--- src/rtl/usb_xact_engine_if.sv ---
// Transaction-layer request/response and encoder/decoder packet signals of the
// USB host transaction engine. The engine connects through the slave modport.
interface usb_xact_engine_if #(
    parameter int DATA_BYTES = 8,
    parameter int MAX_RETRY  = 8
);
    localparam int PW = 8 * DATA_BYTES;
    localparam int RW = $clog2(MAX_RETRY + 1);

    logic          xact_start;
    logic [1:0]    xact_type;
    logic [6:0]    xact_addr;
    logic [3:0]    xact_ep;
    logic [PW-1:0] wdata;
    logic          clr_toggle;
    logic          busy;
    logic          xact_done;
    logic          xact_ok;
    logic          xact_stall;
    logic [RW-1:0] xact_retries;
    logic [PW-1:0] rdata;
    logic          rdata_valid;
    logic          tx_valid;
    logic [7:0]    tx_pid;
    logic [6:0]    tx_addr;
    logic [3:0]    tx_ep;
    logic [PW-1:0] tx_payload;
    logic          tx_sent;
    logic          rx_valid;
    logic          rx_corrupt;
    logic [7:0]    rx_pid;
    logic [PW-1:0] rx_payload;

    modport slave (
        input  xact_start, xact_type, xact_addr, xact_ep, wdata, clr_toggle,
        input  tx_sent, rx_valid, rx_corrupt, rx_pid, rx_payload,
        output busy, xact_done, xact_ok, xact_stall, xact_retries, rdata, rdata_valid,
        output tx_valid, tx_pid, tx_addr, tx_ep, tx_payload
    );

    modport master (
        output xact_start, xact_type, xact_addr, xact_ep, wdata, clr_toggle,
        output tx_sent, rx_valid, rx_corrupt, rx_pid, rx_payload,
        input  busy, xact_done, xact_ok, xact_stall, xact_retries, rdata, rdata_valid,
        input  tx_valid, tx_pid, tx_addr, tx_ep, tx_payload
    );
endinterface

--- src/rtl/usb_xact_engine.sv ---
// USB host transaction engine: runs IN/OUT token-data-handshake sequences with
// retries, timeout, STALL handling and per-endpoint DATA0/DATA1 toggles.
module usb_xact_engine #(
    parameter int DATA_BYTES  = 8,
    parameter int NUM_EP      = 16,
    parameter int MAX_RETRY   = 8,
    parameter int TIMEOUT_CYC = 255
) (
    input logic              clk,
    input logic              rst_b,
    usb_xact_engine_if.slave bus
);
    localparam int PW = 8 * DATA_BYTES;
    localparam int RW = $clog2(MAX_RETRY + 1);
    localparam int TW = $clog2(TIMEOUT_CYC + 1);

    localparam logic [7:0] PID_OUT   = 8'hE1;
    localparam logic [7:0] PID_IN    = 8'h69;
    localparam logic [7:0] PID_DATA0 = 8'hC3;
    localparam logic [7:0] PID_DATA1 = 8'h4B;
    localparam logic [7:0] PID_ACK   = 8'hD2;
    localparam logic [7:0] PID_STALL = 8'h1E;

    typedef enum logic [2:0] {
        S_IDLE, S_TOKEN, S_TX_DATA, S_WAIT_HS, S_WAIT_DATA, S_TX_HS, S_DONE
    } state_t;

    state_t        state_q, state_d;
    logic          is_out_q, is_out_d;
    logic [6:0]    addr_q, addr_d;
    logic [3:0]    ep_q, ep_d;
    logic [PW-1:0] wdata_q, wdata_d;
    logic          tog_q, tog_d;
    logic [RW-1:0] att_q, att_d;
    logic [TW-1:0] tmo_q, tmo_d;
    logic          again_q, again_d;
    logic          res_ok_q, res_ok_d;
    logic          res_stall_q, res_stall_d;
    logic [NUM_EP-1:0] toggle_q, toggle_d;

    logic          busy_q, busy_d;
    logic          done_q, done_d;
    logic          ok_q, ok_d;
    logic          stall_q, stall_d;
    logic [RW-1:0] retries_q, retries_d;
    logic [PW-1:0] rdata_q, rdata_d;
    logic          rdata_valid_q, rdata_valid_d;
    logic          tx_valid_q, tx_valid_d;
    logic [7:0]    tx_pid_q, tx_pid_d;
    logic [6:0]    tx_addr_q, tx_addr_d;
    logic [3:0]    tx_ep_q, tx_ep_d;
    logic [PW-1:0] tx_payload_q, tx_payload_d;

    logic start_tog, retry, flip, rx_good, rx_is_data, tmo_hit, can_retry, sent;

    always_comb begin
        state_d      = state_q;
        is_out_d     = is_out_q;
        addr_d       = addr_q;
        ep_d         = ep_q;
        wdata_d      = wdata_q;
        tog_d        = tog_q;
        att_d        = att_q;
        tmo_d        = tmo_q;
        again_d      = again_q;
        res_ok_d     = res_ok_q;
        res_stall_d  = res_stall_q;
        toggle_d     = toggle_q;
        ok_d         = ok_q;
        stall_d      = stall_q;
        retries_d    = retries_q;
        rdata_d      = rdata_q;
        rdata_valid_d = 1'b0;
        tx_pid_d     = tx_pid_q;
        tx_addr_d    = tx_addr_q;
        tx_ep_d      = tx_ep_q;
        tx_payload_d = tx_payload_q;
        retry        = 1'b0;
        flip         = 1'b0;
        start_tog    = 1'b0;
        for (int i = 0; i < NUM_EP; i++)
            if (bus.xact_ep == 4'(i)) start_tog = toggle_q[i];

        rx_good    = bus.rx_valid && !bus.rx_corrupt;
        rx_is_data = (bus.rx_pid == PID_DATA0) || (bus.rx_pid == PID_DATA1);
        // The wait state has lasted TIMEOUT_CYC cycles once this edge is taken.
        tmo_hit    = (tmo_q == TW'(TIMEOUT_CYC - 1));
        can_retry  = ({1'b0, att_q} + 1'b1) < (RW + 1)'(MAX_RETRY);
        sent       = bus.tx_sent && tx_valid_q;

        case (state_q)
            S_IDLE: begin
                if (bus.clr_toggle)
                    for (int i = 0; i < NUM_EP; i++)
                        if (bus.xact_ep == 4'(i)) toggle_d[i] = 1'b0;
                if (bus.xact_start && (bus.xact_type == 2'b01 || bus.xact_type == 2'b10)) begin
                    is_out_d    = (bus.xact_type == 2'b10);
                    addr_d      = bus.xact_addr;
                    ep_d        = bus.xact_ep;
                    wdata_d     = bus.wdata;
                    tog_d       = bus.clr_toggle ? 1'b0 : start_tog;
                    att_d       = '0;
                    again_d     = 1'b0;
                    res_ok_d    = 1'b0;
                    res_stall_d = 1'b0;
                    state_d     = S_TOKEN;
                end
            end
            S_TOKEN: begin
                if (sent) begin
                    state_d = is_out_q ? S_TX_DATA : S_WAIT_DATA;
                    tmo_d   = '0;
                end
            end
            S_TX_DATA: begin
                if (sent) begin
                    state_d = S_WAIT_HS;
                    tmo_d   = '0;
                end
            end
            S_WAIT_HS: begin
                tmo_d = tmo_q + 1'b1;
                if (bus.rx_valid) begin
                    if (rx_good && bus.rx_pid == PID_ACK) begin
                        flip     = 1'b1;
                        res_ok_d = 1'b1;
                        state_d  = S_DONE;
                    end else if (rx_good && bus.rx_pid == PID_STALL) begin
                        res_stall_d = 1'b1;
                        state_d     = S_DONE;
                    end else begin
                        retry = 1'b1;
                    end
                end else if (tmo_hit) begin
                    retry = 1'b1;
                end
            end
            S_WAIT_DATA: begin
                tmo_d = tmo_q + 1'b1;
                if (bus.rx_valid) begin
                    if (rx_good && rx_is_data) begin
                        // Any good DATA is acknowledged; a duplicate then retries.
                        state_d = S_TX_HS;
                        if ((bus.rx_pid == PID_DATA1) == tog_q) begin
                            rdata_d       = bus.rx_payload;
                            rdata_valid_d = 1'b1;
                            flip          = 1'b1;
                            res_ok_d      = 1'b1;
                            again_d       = 1'b0;
                        end else if (can_retry) begin
                            att_d   = att_q + 1'b1;
                            again_d = 1'b1;
                        end else begin
                            att_d   = RW'(MAX_RETRY);
                            again_d = 1'b0;
                        end
                    end else if (rx_good && bus.rx_pid == PID_STALL) begin
                        res_stall_d = 1'b1;
                        state_d     = S_DONE;
                    end else begin
                        retry = 1'b1;
                    end
                end else if (tmo_hit) begin
                    retry = 1'b1;
                end
            end
            S_TX_HS: begin
                if (sent) state_d = again_q ? S_TOKEN : S_DONE;
            end
            S_DONE:  state_d = S_IDLE;
            default: state_d = S_IDLE;
        endcase

        if (retry) begin
            if (can_retry) begin
                att_d   = att_q + 1'b1;
                state_d = S_TOKEN;
            end else begin
                att_d   = RW'(MAX_RETRY);
                state_d = S_DONE;
            end
        end

        if (flip)
            for (int i = 0; i < NUM_EP; i++)
                if (ep_q == 4'(i)) toggle_d[i] = ~tog_q;

        busy_d     = (state_d != S_IDLE);
        done_d     = (state_d == S_DONE);
        tx_valid_d = (state_d inside {S_TOKEN, S_TX_DATA, S_TX_HS});
        if (state_d == S_DONE) begin
            ok_d      = res_ok_d;
            stall_d   = res_stall_d;
            retries_d = att_d;
        end

        case (state_d)
            S_TOKEN: begin
                tx_pid_d  = is_out_d ? PID_OUT : PID_IN;
                tx_addr_d = addr_d;
                tx_ep_d   = ep_d;
            end
            S_TX_DATA: begin
                tx_pid_d     = tog_d ? PID_DATA1 : PID_DATA0;
                tx_payload_d = wdata_d;
            end
            S_TX_HS: tx_pid_d = PID_ACK;
            default: ;
        endcase
    end

    always_ff @(posedge clk or negedge rst_b) begin
        if (!rst_b) begin
            state_q       <= S_IDLE;
            is_out_q      <= 1'b0;
            addr_q        <= '0;
            ep_q          <= '0;
            wdata_q       <= '0;
            tog_q         <= 1'b0;
            att_q         <= '0;
            tmo_q         <= '0;
            again_q       <= 1'b0;
            res_ok_q      <= 1'b0;
            res_stall_q   <= 1'b0;
            toggle_q      <= '0;
            busy_q        <= 1'b0;
            done_q        <= 1'b0;
            ok_q          <= 1'b0;
            stall_q       <= 1'b0;
            retries_q     <= '0;
            rdata_q       <= '0;
            rdata_valid_q <= 1'b0;
            tx_valid_q    <= 1'b0;
            tx_pid_q      <= '0;
            tx_addr_q     <= '0;
            tx_ep_q       <= '0;
            tx_payload_q  <= '0;
        end else begin
            state_q       <= state_d;
            is_out_q      <= is_out_d;
            addr_q        <= addr_d;
            ep_q          <= ep_d;
            wdata_q       <= wdata_d;
            tog_q         <= tog_d;
            att_q         <= att_d;
            tmo_q         <= tmo_d;
            again_q       <= again_d;
            res_ok_q      <= res_ok_d;
            res_stall_q   <= res_stall_d;
            toggle_q      <= toggle_d;
            busy_q        <= busy_d;
            done_q        <= done_d;
            ok_q          <= ok_d;
            stall_q       <= stall_d;
            retries_q     <= retries_d;
            rdata_q       <= rdata_d;
            rdata_valid_q <= rdata_valid_d;
            tx_valid_q    <= tx_valid_d;
            tx_pid_q      <= tx_pid_d;
            tx_addr_q     <= tx_addr_d;
            tx_ep_q       <= tx_ep_d;
            tx_payload_q  <= tx_payload_d;
        end
    end

    assign bus.busy         = busy_q;
    assign bus.xact_done    = done_q;
    assign bus.xact_ok      = ok_q;
    assign bus.xact_stall   = stall_q;
    assign bus.xact_retries = retries_q;
    assign bus.rdata        = rdata_q;
    assign bus.rdata_valid  = rdata_valid_q;
    assign bus.tx_valid     = tx_valid_q;
    assign bus.tx_pid       = tx_pid_q;
    assign bus.tx_addr      = tx_addr_q;
    assign bus.tx_ep        = tx_ep_q;
    assign bus.tx_payload   = tx_payload_q;
endmodule

--- src/flat_wrapper.sv ---
// flat-port wrapper written by rule: the top's interface ports become plain ports
module usb_xact_engine_flat 
#(
    parameter int DATA_BYTES  = 8,
    parameter int NUM_EP      = 16,
    parameter int MAX_RETRY   = 8,
    parameter int TIMEOUT_CYC = 255
)
  (clk, rst_b, bus_xact_start, bus_xact_type, bus_xact_addr, bus_xact_ep, bus_wdata, bus_clr_toggle, bus_tx_sent, bus_rx_valid, bus_rx_corrupt, bus_rx_pid, bus_rx_payload, bus_busy, bus_xact_done, bus_xact_ok, bus_xact_stall, bus_xact_retries, bus_rdata, bus_rdata_valid, bus_tx_valid, bus_tx_pid, bus_tx_addr, bus_tx_ep, bus_tx_payload);
  usb_xact_engine_if #(.DATA_BYTES(DATA_BYTES), .MAX_RETRY(MAX_RETRY)) bus_i ();
  input logic clk;
  input logic rst_b;
  input wire logic [$bits(bus_i.xact_start)-1:0] bus_xact_start;
  input wire logic [$bits(bus_i.xact_type)-1:0] bus_xact_type;
  input wire logic [$bits(bus_i.xact_addr)-1:0] bus_xact_addr;
  input wire logic [$bits(bus_i.xact_ep)-1:0] bus_xact_ep;
  input wire logic [$bits(bus_i.wdata)-1:0] bus_wdata;
  input wire logic [$bits(bus_i.clr_toggle)-1:0] bus_clr_toggle;
  input wire logic [$bits(bus_i.tx_sent)-1:0] bus_tx_sent;
  input wire logic [$bits(bus_i.rx_valid)-1:0] bus_rx_valid;
  input wire logic [$bits(bus_i.rx_corrupt)-1:0] bus_rx_corrupt;
  input wire logic [$bits(bus_i.rx_pid)-1:0] bus_rx_pid;
  input wire logic [$bits(bus_i.rx_payload)-1:0] bus_rx_payload;
  output wire logic [$bits(bus_i.busy)-1:0] bus_busy;
  output wire logic [$bits(bus_i.xact_done)-1:0] bus_xact_done;
  output wire logic [$bits(bus_i.xact_ok)-1:0] bus_xact_ok;
  output wire logic [$bits(bus_i.xact_stall)-1:0] bus_xact_stall;
  output wire logic [$bits(bus_i.xact_retries)-1:0] bus_xact_retries;
  output wire logic [$bits(bus_i.rdata)-1:0] bus_rdata;
  output wire logic [$bits(bus_i.rdata_valid)-1:0] bus_rdata_valid;
  output wire logic [$bits(bus_i.tx_valid)-1:0] bus_tx_valid;
  output wire logic [$bits(bus_i.tx_pid)-1:0] bus_tx_pid;
  output wire logic [$bits(bus_i.tx_addr)-1:0] bus_tx_addr;
  output wire logic [$bits(bus_i.tx_ep)-1:0] bus_tx_ep;
  output wire logic [$bits(bus_i.tx_payload)-1:0] bus_tx_payload;
  assign bus_i.xact_start = bus_xact_start;
  assign bus_i.xact_type = bus_xact_type;
  assign bus_i.xact_addr = bus_xact_addr;
  assign bus_i.xact_ep = bus_xact_ep;
  assign bus_i.wdata = bus_wdata;
  assign bus_i.clr_toggle = bus_clr_toggle;
  assign bus_i.tx_sent = bus_tx_sent;
  assign bus_i.rx_valid = bus_rx_valid;
  assign bus_i.rx_corrupt = bus_rx_corrupt;
  assign bus_i.rx_pid = bus_rx_pid;
  assign bus_i.rx_payload = bus_rx_payload;
  assign bus_busy = bus_i.busy;
  assign bus_xact_done = bus_i.xact_done;
  assign bus_xact_ok = bus_i.xact_ok;
  assign bus_xact_stall = bus_i.xact_stall;
  assign bus_xact_retries = bus_i.xact_retries;
  assign bus_rdata = bus_i.rdata;
  assign bus_rdata_valid = bus_i.rdata_valid;
  assign bus_tx_valid = bus_i.tx_valid;
  assign bus_tx_pid = bus_i.tx_pid;
  assign bus_tx_addr = bus_i.tx_addr;
  assign bus_tx_ep = bus_i.tx_ep;
  assign bus_tx_payload = bus_i.tx_payload;
  usb_xact_engine #(.DATA_BYTES(DATA_BYTES), .NUM_EP(NUM_EP), .MAX_RETRY(MAX_RETRY), .TIMEOUT_CYC(TIMEOUT_CYC)) u_core (.clk(clk), .rst_b(rst_b), .bus(bus_i));
endmodule
--- config.mk ---
export PLATFORM = sky130hd
export DESIGN_NAME = usb_xact_engine_flat
export DESIGN_NICKNAME = d
export VERILOG_FILES = /design/src/rtl/usb_xact_engine_if.sv /design/src/rtl/usb_xact_engine.sv /design/src/flat_wrapper.sv
export SDC_FILE = /design/constraint.sdc
export NUM_CORES = 1
export LEC_CHECK = 0
export CORE_MARGIN = 4
export CORE_UTILIZATION = 52
export CTS_CLUSTER_SIZE = 14
export DETAILED_ROUTE_END_ITERATION = 16
export MAX_ROUTING_LAYER = met4
export PLACE_DENSITY_LB_ADDON = 0.1
export SYNTH_ARGS = -nofsm -noshare
export SYNTH_HDL_FRONTEND = slang
export SYNTH_SLANG_ARGS = --single-unit
--- constraint.sdc ---
create_clock -name clk -period 7.5 [get_ports clk]
set_input_delay 1.5 -clock clk [delete_from_list [all_inputs] [get_ports clk]]
set_output_delay 1.5 -clock clk [all_outputs]
set_load 0.005 [all_outputs]
# Yosys cells after proc, flatten, opt, wreduce, memory -nomap -nowiden
# Index checks and enable logic that the tools add are counted.
# word_totals
ff_bits	268
latch_bits	0
mem_bits_rw	0
mem_bits_ro	0
input_bits	156
word_cells	223
memories	0
# op_classes
n_addsub	3
mul	0
div_mod_pow	0
order_cmp	1
eq_ne	51
n_shift	0
muxes	122
n_bitwise	1
n_reduce_logical	21
# op_table
cell	count
64-bit two-way mux	2
1-bit two-way mux	82
4-bit == test (second input constant)	16
16-bit two-way mux	3
3-bit two-way mux	13
4-bit by 3-bit == test with 1-bit output (second input constant)	8
4-bit two-way mux	8
8-bit == test (second input constant)	3
8-bit two-way mux	3
8-bit case mux with 3 select lines	1
3-bit case mux with 6 select lines	1
4-bit by 2-bit == test with 1-bit output (second input constant)	4
8-bit case mux with 2 select lines	1
7-bit two-way mux	2
3-bit == test (second input constant)	4
3-bit by 2-bit == test with 1-bit output (second input constant)	3
8-bit by 1-bit adder with 8-bit output (second input constant)	1
4-bit by 1-bit == test with 1-bit output (second input constant)	2
8-bit by 5-bit == test with 1-bit output (second input constant)	1
8-bit by 7-bit == test with 1-bit output (second input constant)	1
4-bit logical NOT	2
4-bit case mux with 2 select lines	1
4-bit AND reduction	2
3-bit by 1-bit == test with 1-bit output (second input constant)	2
19 further kinds	33

# Depth between registers and ports, before layout
# Gate-level depths: netlist (run 1).
# logic_depth
word_depth	22
depth_mapped	10

# Worst setup path after synthesis (run 1)
# OpenSTA, ideal clock, no wires.
# synth_path
kind	input -> register
start	input port bus_rx_pid[5]
end	register u_core.tx_payload_q[13], in the netlist u_core.bus.tx_payload[13]
setup_time_ns	0.117
arrival_time_ns	3.260
t_required_ns	7.383
setup_slack_ns	4.123
path_stages	9
n_path_buf	3
cell_sequence	nor4bb_1 > clkbuf_1 > nand4_1 > and3_2 > or4b_1 > buf_2 > buf_2 > nand2_1 > nand2_1
# synth_between
elab_chain_cells	8
# synth_rtl
item	line	rtl
start: declaration	flat_wrapper.sv:22	input wire logic [$bits(bus_i.rx_pid)-1:0] bus_rx_pid;
8-bit by 5-bit == test with 1-bit output (tied with other cells)	usb_xact_engine.sv:128, usb_xact_engine.sv:157	
1-bit logical AND or 1-bit logical OR (tied branches)	usb_xact_engine.sv:128, usb_xact_engine.sv:157, usb_xact_engine.sv:85	
3-bit two-way mux (tied with other cells)	usb_xact_engine.sv:128, usb_xact_engine.sv:157	
3-bit two-way mux (tied with other cells)	usb_xact_engine.sv:141	if (rx_good && rx_is_data) begin
3-bit two-way mux (tied with other cells)	usb_xact_engine.sv:140	if (bus.rx_valid) begin
3-bit case mux with 6 select lines or 1-bit case mux with 2 select lines (tied branches)	usb_xact_engine.sv:91	case (state_q)
3-bit two-way mux *	usb_xact_engine.sv:174	if (retry) begin
3-bit by 2-bit == test with 1-bit output *	usb_xact_engine.sv:197	case (state_d)
end signal: assignment	usb_xact_engine.sv:262	tx_payload_q <= tx_payload_d;
end: declaration	usb_xact_engine.sv:52	logic [PW-1:0] tx_payload_q, tx_payload_d;
# Every way passes the cells marked *; elsewhere a longest branch is shown, timed or not.
# A chain may end at the register's enable or synchronous reset.

# Worst setup path after layout (run 1)
# layout_path
start	input port bus_rx_pid[1]
end	register u_core.tx_pid_q[3], in the netlist u_core.bus.tx_pid[3]
# layout_between
elab_chain_cells	9
# layout_rtl
item	line	rtl
8-bit by 5-bit == test with 1-bit output (tied with other cells)	usb_xact_engine.sv:128, usb_xact_engine.sv:157	
1-bit logical AND or 1-bit logical OR (tied branches)	usb_xact_engine.sv:128, usb_xact_engine.sv:157, usb_xact_engine.sv:85	
3-bit two-way mux (tied with other cells)	usb_xact_engine.sv:128, usb_xact_engine.sv:157	
3-bit two-way mux (tied with other cells)	usb_xact_engine.sv:141	
3-bit two-way mux (tied with other cells)	usb_xact_engine.sv:140	
3-bit case mux with 6 select lines or 1-bit case mux with 2 select lines (tied branches)	usb_xact_engine.sv:91	
3-bit two-way mux *	usb_xact_engine.sv:174	
3-bit by 1-bit == test with 1-bit output (tied with other cells)	--	
3-bit nonzero test *	--	
net u_core.tx_valid_d	usb_xact_engine.sv:48	logic tx_valid_q, tx_valid_d;
end signal: assignment	usb_xact_engine.sv:259	tx_pid_q <= tx_pid_d;
end: declaration	usb_xact_engine.sv:49	logic [7:0] tx_pid_q, tx_pid_d;
# The timed path passes the listed nets; every way through them passes the cells marked *.

==> reports/results.md, run 1 <==
* **number of global-route vias before repair** 8824
* **final count of negative-setup-slack endpoints** 0
* **average size of a mapped cell** 10.8 µm²
* **clock root buffer master** sky130_fd_sc_hd__clkbuf_16
* **time the worst path needs with I/O delays and setup** 4.31 ns
* **critical path peak fanout** 66
* **CP endpoint kind** register
* **CTS-repair resized insts** 0
* **Clock Path Buffers** 3
* **Total Nets Final** 1482
* **clk sink count** 267
* **highest ir drop seen on vdd** 257 µV
* **TNS Setup** 0 ns
* **clock latency at the later pin of the worst-skew pair** 0.53 ns
* **Post-synth ARST share** 100%
* **number of enable flip-flop cells after synthesis** 0
* **floorplan die height** 154 µm
* **Slew Limit Fails** 0
* **critical path startpoint category** input port
* **Clock Pin Slew Worst Setup and Hold Paths** 0.06 ns
* **count of unresolved DRC violations after routing** 0
* **number of nets with antenna violations after detailed routing** 0
* **count of placed standard cells including taps** 1566
* **post-route fraction of the period consumed by the critical path** 57.5%
* **cell area after synthesis** 11000 µm²
* **number of optimization iterations in the first detailed-route pass** 5
* **total of hold buffers inserted after clock tree synthesis** 0
* **path category of the worst min-delay check** register to register
* **Mapped Cells** 1026
* **Final Hold Viols** 0
* **unrepaired setup endpoints after global routing** false
* **combined global-route utilization of all metal layers** 25.1%
* **antenna violations before repair** 2
* **# rows** 53
* **Cell Count, Final, Fillers Out** 1619
* **total detailed-routing wirelength** 29.3 mm
* **ratio of cells with drive above 1 in the final layout** 12.8%
* **effective utilization at floorplan** 52.7%
* **most frequently used flop master after synthesis** sky130_fd_sc_hd__dfrtp_1
* **I/O Buffers** 311
* **CTS HTree Levels** 1
* **clock skew** 0.0165 ns
* **run status** finished, final reports clean
* **vias after detailed routing** 8435
* **clock tree from TritonCTS** yes
* **post-synth cell types** 68
* **initial DRC count** 431
* **Detail Placement HPWL** 19.9 mm
* **flip-flop and latch count after synthesis** 267
* **Crit path required time** 7.97 ns
* **die area** 23600 µm²
* **number of warnings reported in the yosys synthesis log** 0
* **wire length of the first global-routing pass** 46.8 mm
* **sequential cell area fraction in the yosys report** 60.5%
* **relative max-transition margin** 25.0%
* **crit path kind** input port to register
* **Synthesized Nets** 1186
* **Remaining Overflow, GRT** 0
* **power per unit of standard cell area** 330 nW/µm²
* **TritonCTS Buffers** 29
* **maxcap violations** 0
* **leakage** 0.00711 µW
* **area of the core** 21000 µm²
* **actual transition at the worst max-transition pin** 1.12 ns
* **number of vias per cell** 5.21
* **arrival time worst endpoint** 4.78 ns
* **number of ports placed on the die boundary** 313
* **Peak Freq** 232 MHz
* **count of buffers added by post-CTS timing repair for setup** 0
* **largest net degree at the start of global routing** 153
* **routability cong.** 0.866
* **floorplan die width** 154 µm
* **wire length per cell** 18.1 µm
* **relative area change from synthesis to final layout** 38.0%
==> kinds of logic (layout without fill, tap and decap cells) <==
family	after synthesis	after routing	synth area share (%)
AOI/OAI and AO/OA	86	86	5.53
DFF	267	267	60.5
and+or+nand+nor	496	496	19.2
other	1	4	0.0340
muxes	109	109	11.5
buffers and inverters	61	376	2.61
adders and majority gates	5	5	0.544
xor gates and xnor gates	1	1	0.0794
==> layer usage <==
| layer | global-route usage, % | vias up | part of all wire, % |
|---|---|---|---|
| li1 | - | 4007 | - |
| met1 | 30.2 | 4090 | 40 |
| met2 | 40.4 | 276 | 48 |
| met3 | 8.05 | 62 | 8.2 |
| met4 | 8.41 | 0 | 3.4 |
| met5 | - | - | 0 |
==> path summary, 6_finish.rpt <==
| kind | cells after the start | from | slack (ns) | end |
|---|---|---|---|---|
| max | 8 | bus_rx_pid[1] | 3.19 | u_core.bus.tx_pid[3] |
| min | 2 | u_core.bus.tx_payload[44] | 0.47 | u_core.bus.tx_payload[44] |
| max reg2reg | 7 | u_core.state_q[2] | 4.47 | u_core.bus.tx_pid[3] |
| min reg2reg | 2 | u_core.bus.tx_payload[44] | 0.47 | u_core.bus.tx_payload[44] |
| max in group asynchronous | 2 | rst_b | 5.10 | u_core.bus.tx_payload[23] |
| min in group asynchronous | 1 | rst_b | 0.98 | u_core.tmo_q[2] |
==> registers in the layout (all words and copies together), names as in the netlist, 3 cells and up <==
name	count
u_core.addr_q	7
u_core.att_q	4
u_core.bus.rdata	64
u_core.bus.tx_addr	7
u_core.bus.tx_ep	4
u_core.bus.tx_payload	64
u_core.bus.tx_pid	7
u_core.bus.xact_retries	4
u_core.ep_q	4
u_core.state_q	3
u_core.tmo_q	8
u_core.toggle_q	16
u_core.wdata_q	64
==> power by group <==
group / internal, µW / switching [µW]
logic: 856 / 693
clock network: 791 / 560
registers: 1890 / 240
total: 3530 / 1490
==> critical path, cell delays in order <==
cell and delay, ns:
sky130_fd_sc_hd__clkdlybuf4s50_1 0.49, sky130_fd_sc_hd__nor4bb_1 0.93, sky130_fd_sc_hd__o2111a_1 0.31, sky130_fd_sc_hd__a211oi_1 0.10
sky130_fd_sc_hd__or4b_2 0.69, sky130_fd_sc_hd__buf_4 0.35, sky130_fd_sc_hd__nand2_1 0.19, sky130_fd_sc_hd__o221a_2 0.20
==> Yosys cell counts, drive strengths merged, types with 2 or more instances <==
library cell,n,area (µm²)
nand4,7,43.8
mux2,94,1080
o211ai,2,15.0
or2,3,18.8
nand2b,5,31.3
nand3,11,55.1
o2111ai,2,17.5
nor3b,7,57.6
dfrtp,267,6680
and3,4,32.5
inv,9,33.8
nand2,409,1540
and4bb,4,53.8
and2,2,13.8
o41ai,3,26.3
mux4,3,67.6
mux2i,12,120
o21ai,22,114
nor3,6,30.0
nand3b,5,37.5
clkbuf,31,116
o31ai,12,90.1
ha,4,50.1
o221ai,10,93.8
and3b,4,36.3
a21oi,13,68.8
nor2b,2,12.5
or3,3,18.8
a31oi,5,31.3
nor4bb,2,20.0
a211oi,2,20.0
buf,21,138
nor2,16,60.1
o21a,4,30.0
nand4b,2,17.5
==> cell usage in the layout, fill, tap and decap left out, drive strengths merged, types with 4 or more instances in the layout <==
| cell | count |
|---|---|
| clkdlybuf4s50 | 310 |
| dfrtp | 267 |
| and3b | 4 |
| nand2b | 5 |
| nand3b | 5 |
| nor2 | 16 |
| o21a | 4 |
| a31oi | 5 |
| mux2 | 94 |
| o31ai | 12 |
| and4bb | 4 |
| clkbuf | 43 |
| a21oi | 13 |
| inv | 9 |
| o21ai | 22 |
| nor3 | 6 |
| o221ai | 10 |
| ha | 4 |
| buf | 7 |
| nand3 | 11 |
| nand2 | 409 |
| nand4 | 7 |
| nor3b | 7 |
| and3 | 4 |
| clkinv | 4 |
| mux2i | 12 |
==> cell type report <==
type	instances	area, µm²
Antenna cell	3	7.51
Clock buffer	43	828
Clock inverter	7	65.1
Fill cell	1542	5730
Inverter	9	33.8
Multi-Input combinational cell	698	4090
Sequential cell	267	6680
Tap cell	275	344
Timing Repair Buffer	317	3180
==> stage by stage <==
stage | area [µm²] | utilization (%) | hold slack [ns] | setup slack [ns] | total power [µW]
after floorplan | 11000 | - | 0.449 | 4.12 | 2920
after global placement | 14300 | 68.4 | 0.458 | 2.82 | 3650
after detailed placement | 14300 | 68.4 | 0.460 | 2.66 | 3710
after CTS | 15200 | 72.6 | 0.475 | 3.21 | 5080
after global routing | 15200 | 72.7 | 0.486 | 2.94 | 5320
final | 15200 | 72.7 | 0.472 | 3.19 | 5030
No activity file was read; power rests on OpenSTA's default activity.
==> inputs of run 2 (changes only) <==
--- a/config.mk
+++ b/config.mk
@@ -6,7 +6,7 @@
 export NUM_CORES = 1
 export LEC_CHECK = 0
 export CORE_MARGIN = 4
-export CORE_UTILIZATION = 52
+export CORE_UTILIZATION = 48
 export CTS_CLUSTER_SIZE = 14
 export DETAILED_ROUTE_END_ITERATION = 16
 export MAX_ROUTING_LAYER = met4
==> constraint.sdc (replaced) <==
create_clock -name clk -period 4.29 [get_ports clk]
set_input_delay 0.858 -clock clk [delete_from_list [all_inputs] [get_ports clk]]
set_output_delay 0.858 -clock clk [all_outputs]
set_load 0.005 [all_outputs]
==> reports/results.md, run 2 (synthesis gave the netlist of run 1 again) <==
* **highest ir drop seen on vdd** 358 µV
* **TritonCTS Buffers** 29
* **Total Nets Final** 1491
* **Clock Path Buffers** 3
* **count of unresolved DRC violations after routing** 0
* **sw power** 2660 µW
* **crit path kind** input port to register
* **clock tree from TritonCTS** yes
* **unrepaired setup endpoints after global routing** false
* **setup slack of the worst register-to-register path** 1.37 ns
* **Slew Limit Fails** 0
* **CTS HTree Levels** 1
* **I/O Buffers** 311
* **Peak Freq** 318 MHz
* **Crit path required time** 4.73 ns
* **Final Hold Viols** 0
* **floorplan die height** 160 µm
* **wire length of the first global-routing pass** 48.7 mm
* **Worst Setup Slack, final** 1.14 ns
* **combinational share of power** 30.6%
* **clock skew** 0.00705 ns
* **number of global-route vias before repair** 8963
* **critical path peak fanout** 42
* **switch share** 29.5%
* **Remaining Overflow, GRT** 0
* **die area** 25500 µm²
* **leakage** 0.00722 µW
* **largest net degree at the start of global routing** 121
* **post-layout utilization of the core** 68.2%
* **actual transition at the worst max-transition pin** 0.954 ns
* **relative max-transition margin** 35.6%
* **total of hold buffers inserted after clock tree synthesis** 0
* **relative area change from synthesis to final layout** 39.8%
* **leading cell types in the layout, fill and taps excluded** 409 x sky130_fd_sc_hd__nand2_1, 310 x sky130_fd_sc_hd__clkdlybuf4s50_1, 267 x sky130_fd_sc_hd__dfrtp_1
* **area of the core** 22600 µm²
* **# rows** 55
* **largest stage delay on the critical path** 0.83 ns
* **filler cell count** 1753
* **arrival time worst endpoint** 3.58 ns
* **CP endpoint kind** register
* **time the worst path needs with I/O delays and setup** 3.15 ns
* **area after detailed placement** 14400 µm²
* **Detail Placement HPWL** 21.2 mm
* **internal cell power** 6370 µW
* **wire length per cell** 18.5 µm
* **clk sink count** 267
* **routability cong.** 0.832
* **CP max stage cell** sky130_fd_sc_hd__or4b_2
* **number of nets with antenna violations after detailed routing** 0
* **critical path startpoint category** input port
* **number of ports placed on the die boundary** 313
* **total detailed-routing wirelength** 30.3 mm
* **vias after detailed routing** 8443
* **floorplan die width** 160 µm
* **cell seen most often among critical-path stages** sky130_fd_sc_hd__nand2_1
* **power share of the clock group** 28.3%
* **number of optimization iterations in the first detailed-route pass** 4
* **CTS-repair resized insts** 0
* **power per unit of standard cell area** 586 nW/µm²
* **ratio of cells with drive above 1 in the final layout** 13.5%
* **TNS Setup** 0 ns
* **post-route fraction of the period consumed by the critical path** 73.3%
* **maxcap violations** 0
* **fraction of power consumed by sequential logic** 41.1%
* **Clock Pin Slew Worst Setup and Hold Paths** 0.06 ns
* **antenna violations before repair** 4
* **most common cell after layout, fill and taps aside** sky130_fd_sc_hd__nand2_1
* **effective utilization at floorplan** 48.7%
* **combined global-route utilization of all metal layers** 24.4%
* **run status** finished, final reports clean
* **path category of the worst min-delay check** input port to async pin
* **clock root buffer master** sky130_fd_sc_hd__clkbuf_16
* **cell-by-cell trace of the critical path** clkdlybuf4s50_1 -> and4bb_2 -> nand4_1 -> o311ai_0 -> or4b_2 -> buf_4 -> nand2_1 -> nand2_1
* **clock latency at the later pin of the worst-skew pair** 0.55 ns
* **initial DRC count** 449
* **final count of negative-setup-slack endpoints** 0
* **number of vias per cell** 5.14
* **post-route standard cell area excluding fillers** 15400 µm²
* **DP Worst Slack** 0.622 ns
* **count of buffers added by post-CTS timing repair for setup** 0
[run 2: cell types whose count changed in the layout (fill, tap and decap cells not counted)]
cell	previous run	this run
sky130_fd_sc_hd__buf_4	5	12
sky130_fd_sc_hd__clkinvlp_4	2	1
sky130_fd_sc_hd__inv_16	0	1
sky130_fd_sc_hd__clkbuf_8	5	7
sky130_fd_sc_hd__buf_12	1	3
sky130_fd_sc_hd__bufinv_16	1	3
sky130_fd_sc_hd__clkinv_2	4	3
sky130_fd_sc_hd__diode_2	3	4
[run 2: layer usage]
metal	routed length, µm	vias up	GRT usage [%]
li1	-	4041	-
met1	11700	4077	28.7
met2	15100	275	40.2
met3	2740	50	8.59
met4	796	0	6.39
met5	0	-	-
[run 2: final timing paths]
check,startpoint,endpoint,depth (start not counted)
worst max-delay path,bus_rx_pid[2],u_core.bus.tx_payload[35],8
worst min-delay path,rst_b,u_core.tmo_q[3],1
worst max register to register,u_core.state_q[2],u_core.bus.tx_payload[35],7
worst min register to register,u_core.bus.rdata[2],u_core.bus.rdata[2],2
max in group asynchronous,rst_b,u_core.bus.tx_payload[43],2
min in group clk,u_core.bus.rdata[2],u_core.bus.rdata[2],2
[run 2: final cells by class]
class	count	area [µm²]	area share [%]
sequential	267	6680	43.3
multi-input combinational	698	4090	26.5
timing repair buffer	326	3270	21.2
clock buffer	45	856	5.55
tap	285	357	2.31
clock inverter	8	133	0.859
inverter	9	33.8	0.219
antenna	4	10.0	0.0649
[run 2: through the flow]
step                hold WS, ns  total power [µW]  instances
finish                    0.387              9040       1642
global route              0.479              9570       1642
CTS                       0.439              9150       1638
detailed placement        0.459              6530       1585
global placement          0.458              6450       1585
floorplan                 0.449              5110       1026
[run 2: power groups by stage]
stage	clock network [µW]	logic, µW	registers [µW]
after floorplan	0	1470	3640
after global placement	0	2730	3720
after detailed placement	0	2790	3740
after CTS	2630	2810	3710
after global routing	2730	3030	3810
final	2560	2760	3710
[run 2: critical path: cells and delay by family]
kind                   cells  cell delay [ns]
AOI/OAI and AO/OA          1             0.32
buffers and inverters      2             0.87
and+or+nand+nor            5             1.49
==> inputs of run 3 (changes only) <==
--- a/config.mk
+++ b/config.mk
@@ -6,7 +6,7 @@
 export NUM_CORES = 1
 export LEC_CHECK = 0
 export CORE_MARGIN = 4
-export CORE_UTILIZATION = 48
+export CORE_UTILIZATION = 43
 export CTS_CLUSTER_SIZE = 14
 export DETAILED_ROUTE_END_ITERATION = 16
 export MAX_ROUTING_LAYER = met4
==> constraint.sdc (replaced) <==
create_clock -name clk -period 2.8 [get_ports clk]
set_input_delay 0.56 -clock clk [delete_from_list [all_inputs] [get_ports clk]]
set_output_delay 0.56 -clock clk [all_outputs]
set_load 0.005 [all_outputs]
==> reports/results.md, run 3 (synthesis gave the netlist of run 1 again) <==
* **run status** finished with violations
* **failing checks** hold timing
* **vias after detailed routing** 8644
* **CP max stage cell** sky130_fd_sc_hd__or4b_2
* **crit path capture** u_core.bus.tx_payload[3]
* **number of vias per cell** 4.94
* **relative max-transition margin** 54.0%
* **TritonCTS Buffers** 30
* **post-layout utilization of the core** 64.9%
* **internal cell power** 10900 µW
* **hold slack** -0.00698 ns
* **Detail Placement HPWL** 21.3 mm
* **cell-by-cell trace of the critical path** clkdlybuf4s50_1 -> nor4bb_1 -> buf_4 -> o2111a_1 -> a211oi_1 -> or4b_2 -> buf_12 -> nand2_1 -> nand2_1
* **# rows** 58
* **DP Worst Slack** -0.317 ns
* **area of the core** 25200 µm²
* **Worst Setup Slack, final** 0.227 ns
* **floorplan die height** 168 µm
* **sw power** 4190 µW
* **time the worst path needs with I/O delays and setup** 2.57 ns
* **clock tree from TritonCTS** yes
* **switch share** 27.8%
* **I/O Buffers** 311
* **crit path kind** input port to register
* **wire length per cell** 17.5 µm
* **cell seen most often among critical-path stages** sky130_fd_sc_hd__nand2_1
* **ratio of cells with drive above 1 in the final layout** 18.0%
* **critical path startpoint category** input port
* **power per unit of standard cell area** 923 nW/µm²
* **Peak Freq** 389 MHz
* **routability cong.** 0.878
* **CTS-repair resized insts** 0
* **largest net degree at the start of global routing** 80
* **maxcap violations** 0
* **CP Launch Point** bus_rx_pid[1]
* **clock latency at the later pin of the worst-skew pair** 0.56 ns
* **fraction of power consumed by sequential logic** 37.5%
* **number of global-route vias before repair** 9058
* **area after detailed placement** 15100 µm²
* **clk sink count** 267
* **leakage** 0.00769 µW
* **combinational share of power** 30.9%
* **post-route fraction of the period consumed by the critical path** 91.9%
* **number of ports placed on the die boundary** 313
* **CP endpoint kind** register
* **TNS Setup** 0 ns
* **critical path peak fanout** 64
* **count of unresolved DRC violations after routing** 0
* **Final Hold Viols** 2
* **CTS HTree Levels** 1
* **Crit path required time** 3.22 ns
* **floorplan die width** 168 µm
* **clock root buffer master** sky130_fd_sc_hd__clkbuf_16
* **Clock Path Buffers** 3
* **number of nets with antenna violations after detailed routing** 0
* **highest ir drop seen on vdd** 657 µV
* **antenna violations before repair** 0
* **power share of the clock group** 31.6%
* **total of hold buffers inserted after clock tree synthesis** 0
* **most common cell after layout, fill and taps aside** sky130_fd_sc_hd__nand2_1
* **initial DRC count** 453
* **clock skew** 0.0307 ns
* **wire length of the first global-routing pass** 49.2 mm
* **combined global-route utilization of all metal layers** 22.1%
* **effective utilization at floorplan** 43.8%
* **leading cell types in the layout, fill and taps excluded** 409 x sky130_fd_sc_hd__nand2_1, 310 x sky130_fd_sc_hd__clkdlybuf4s50_1, 267 x sky130_fd_sc_hd__dfrtp_1
* **setup slack of the worst register-to-register path** 0.24 ns
* **Total Nets Final** 1556
* **reg2reg end** u_core.bus.tx_ep[3]
* **filler cell count** 1989
* **relative area change from synthesis to final layout** 48.1%
* **largest stage delay on the critical path** 0.76 ns
* **total detailed-routing wirelength** 30.7 mm
* **final count of negative-setup-slack endpoints** 0
* **post-route standard cell area excluding fillers** 16300 µm²
* **number of optimization iterations in the first detailed-route pass** 4
* **count of buffers added by post-CTS timing repair for setup** 0
* **critical register-to-register path startpoint** u_core.att_q[0]
* **Remaining Overflow, GRT** 0
* **path category of the worst min-delay check** input port to async pin
* **unrepaired setup endpoints after global routing** false
* **Worst Reg2Reg Path Length in Cells** 7
* **actual transition at the worst max-transition pin** 0.689 ns
* **arrival time worst endpoint** 3.00 ns
* **die area** 28300 µm²
* **Clock Pin Slew Worst Setup and Hold Paths** 0.06 ns
* **Slew Limit Fails** 0
* **antenna diode instance count** 0
==> run 3: worst max-delay path: cells and delay by family <==
family / cells / cell delay (ns)
compound gates: 2 / 0.26
buf+inv: 3 / 0.90
simple gates: 4 / 1.23
==> run 3: final cells by class <==
type / count / area, µm² / area share [%]
Sequential cell: 267 / 6680 / 40.9
Multi-Input combinational cell: 698 / 4090 / 25.1
Tap cell: 330 / 413 / 2.53
Inverter: 9 / 33.8 / 0.207
Timing Repair Buffer: 390 / 3890 / 23.8
Clock buffer: 41 / 872 / 5.34
Clock inverter: 15 / 362 / 2.21
==> run 3: stage by stage <==
stage | total power, µW | std cells | hold slack, ns
2_1_floorplan | 7830 | 1026 | 0.264
3_3_place_gp | 10300 | 1694 | 0.456
3_5_place_dp | 10400 | 1694 | 0.461
4_1_cts | 15300 | 1750 | 0.0271
5_1_grt | 15900 | 1750 | 0.00425
6_report | 15100 | 1750 | -0.00698
==> run 3: how the worst min path moves through the flow <==
stage                              start                   endpoint  slack (ns)  cells after the start
2_1_floorplan                      rst_b           u_core.addr_q[0]        0.26                      0
3_3_place_gp        u_core.bus.tx_pid[6]       u_core.bus.tx_pid[6]        0.46                      1
3_5_place_dp   u_core.bus.tx_payload[59]  u_core.bus.tx_payload[59]        0.46                      2
4_1_cts                            rst_b             u_core.ep_q[2]        0.03                      1
5_1_grt                            rst_b            u_core.tmo_q[3]       0.004                      1
6_report                           rst_b            u_core.tmo_q[3]      -0.007                      1
==> run 3: routing by layer <==
layer | GRT usage, % | vias up | wire length (µm)
met4 | 5.22 | 0 | 654
li1 | - | 4158 | -
met2 | 35.5 | 257 | 15000
met3 | 6.41 | 43 | 2280
met1 | 28.1 | 4186 | 12800
met5 | - | - | 0
==> run 3: power groups by stage <==
stage                     clock network [µW]  registers, µW  logic [µW]
final                                   4760           5660        4660
after floorplan                            0           5570        2260
after global placement                     0           5670        4600
after CTS                               4860           5660        4740
after global routing                    5030           5790        5120
after detailed placement                   0           5680        4690
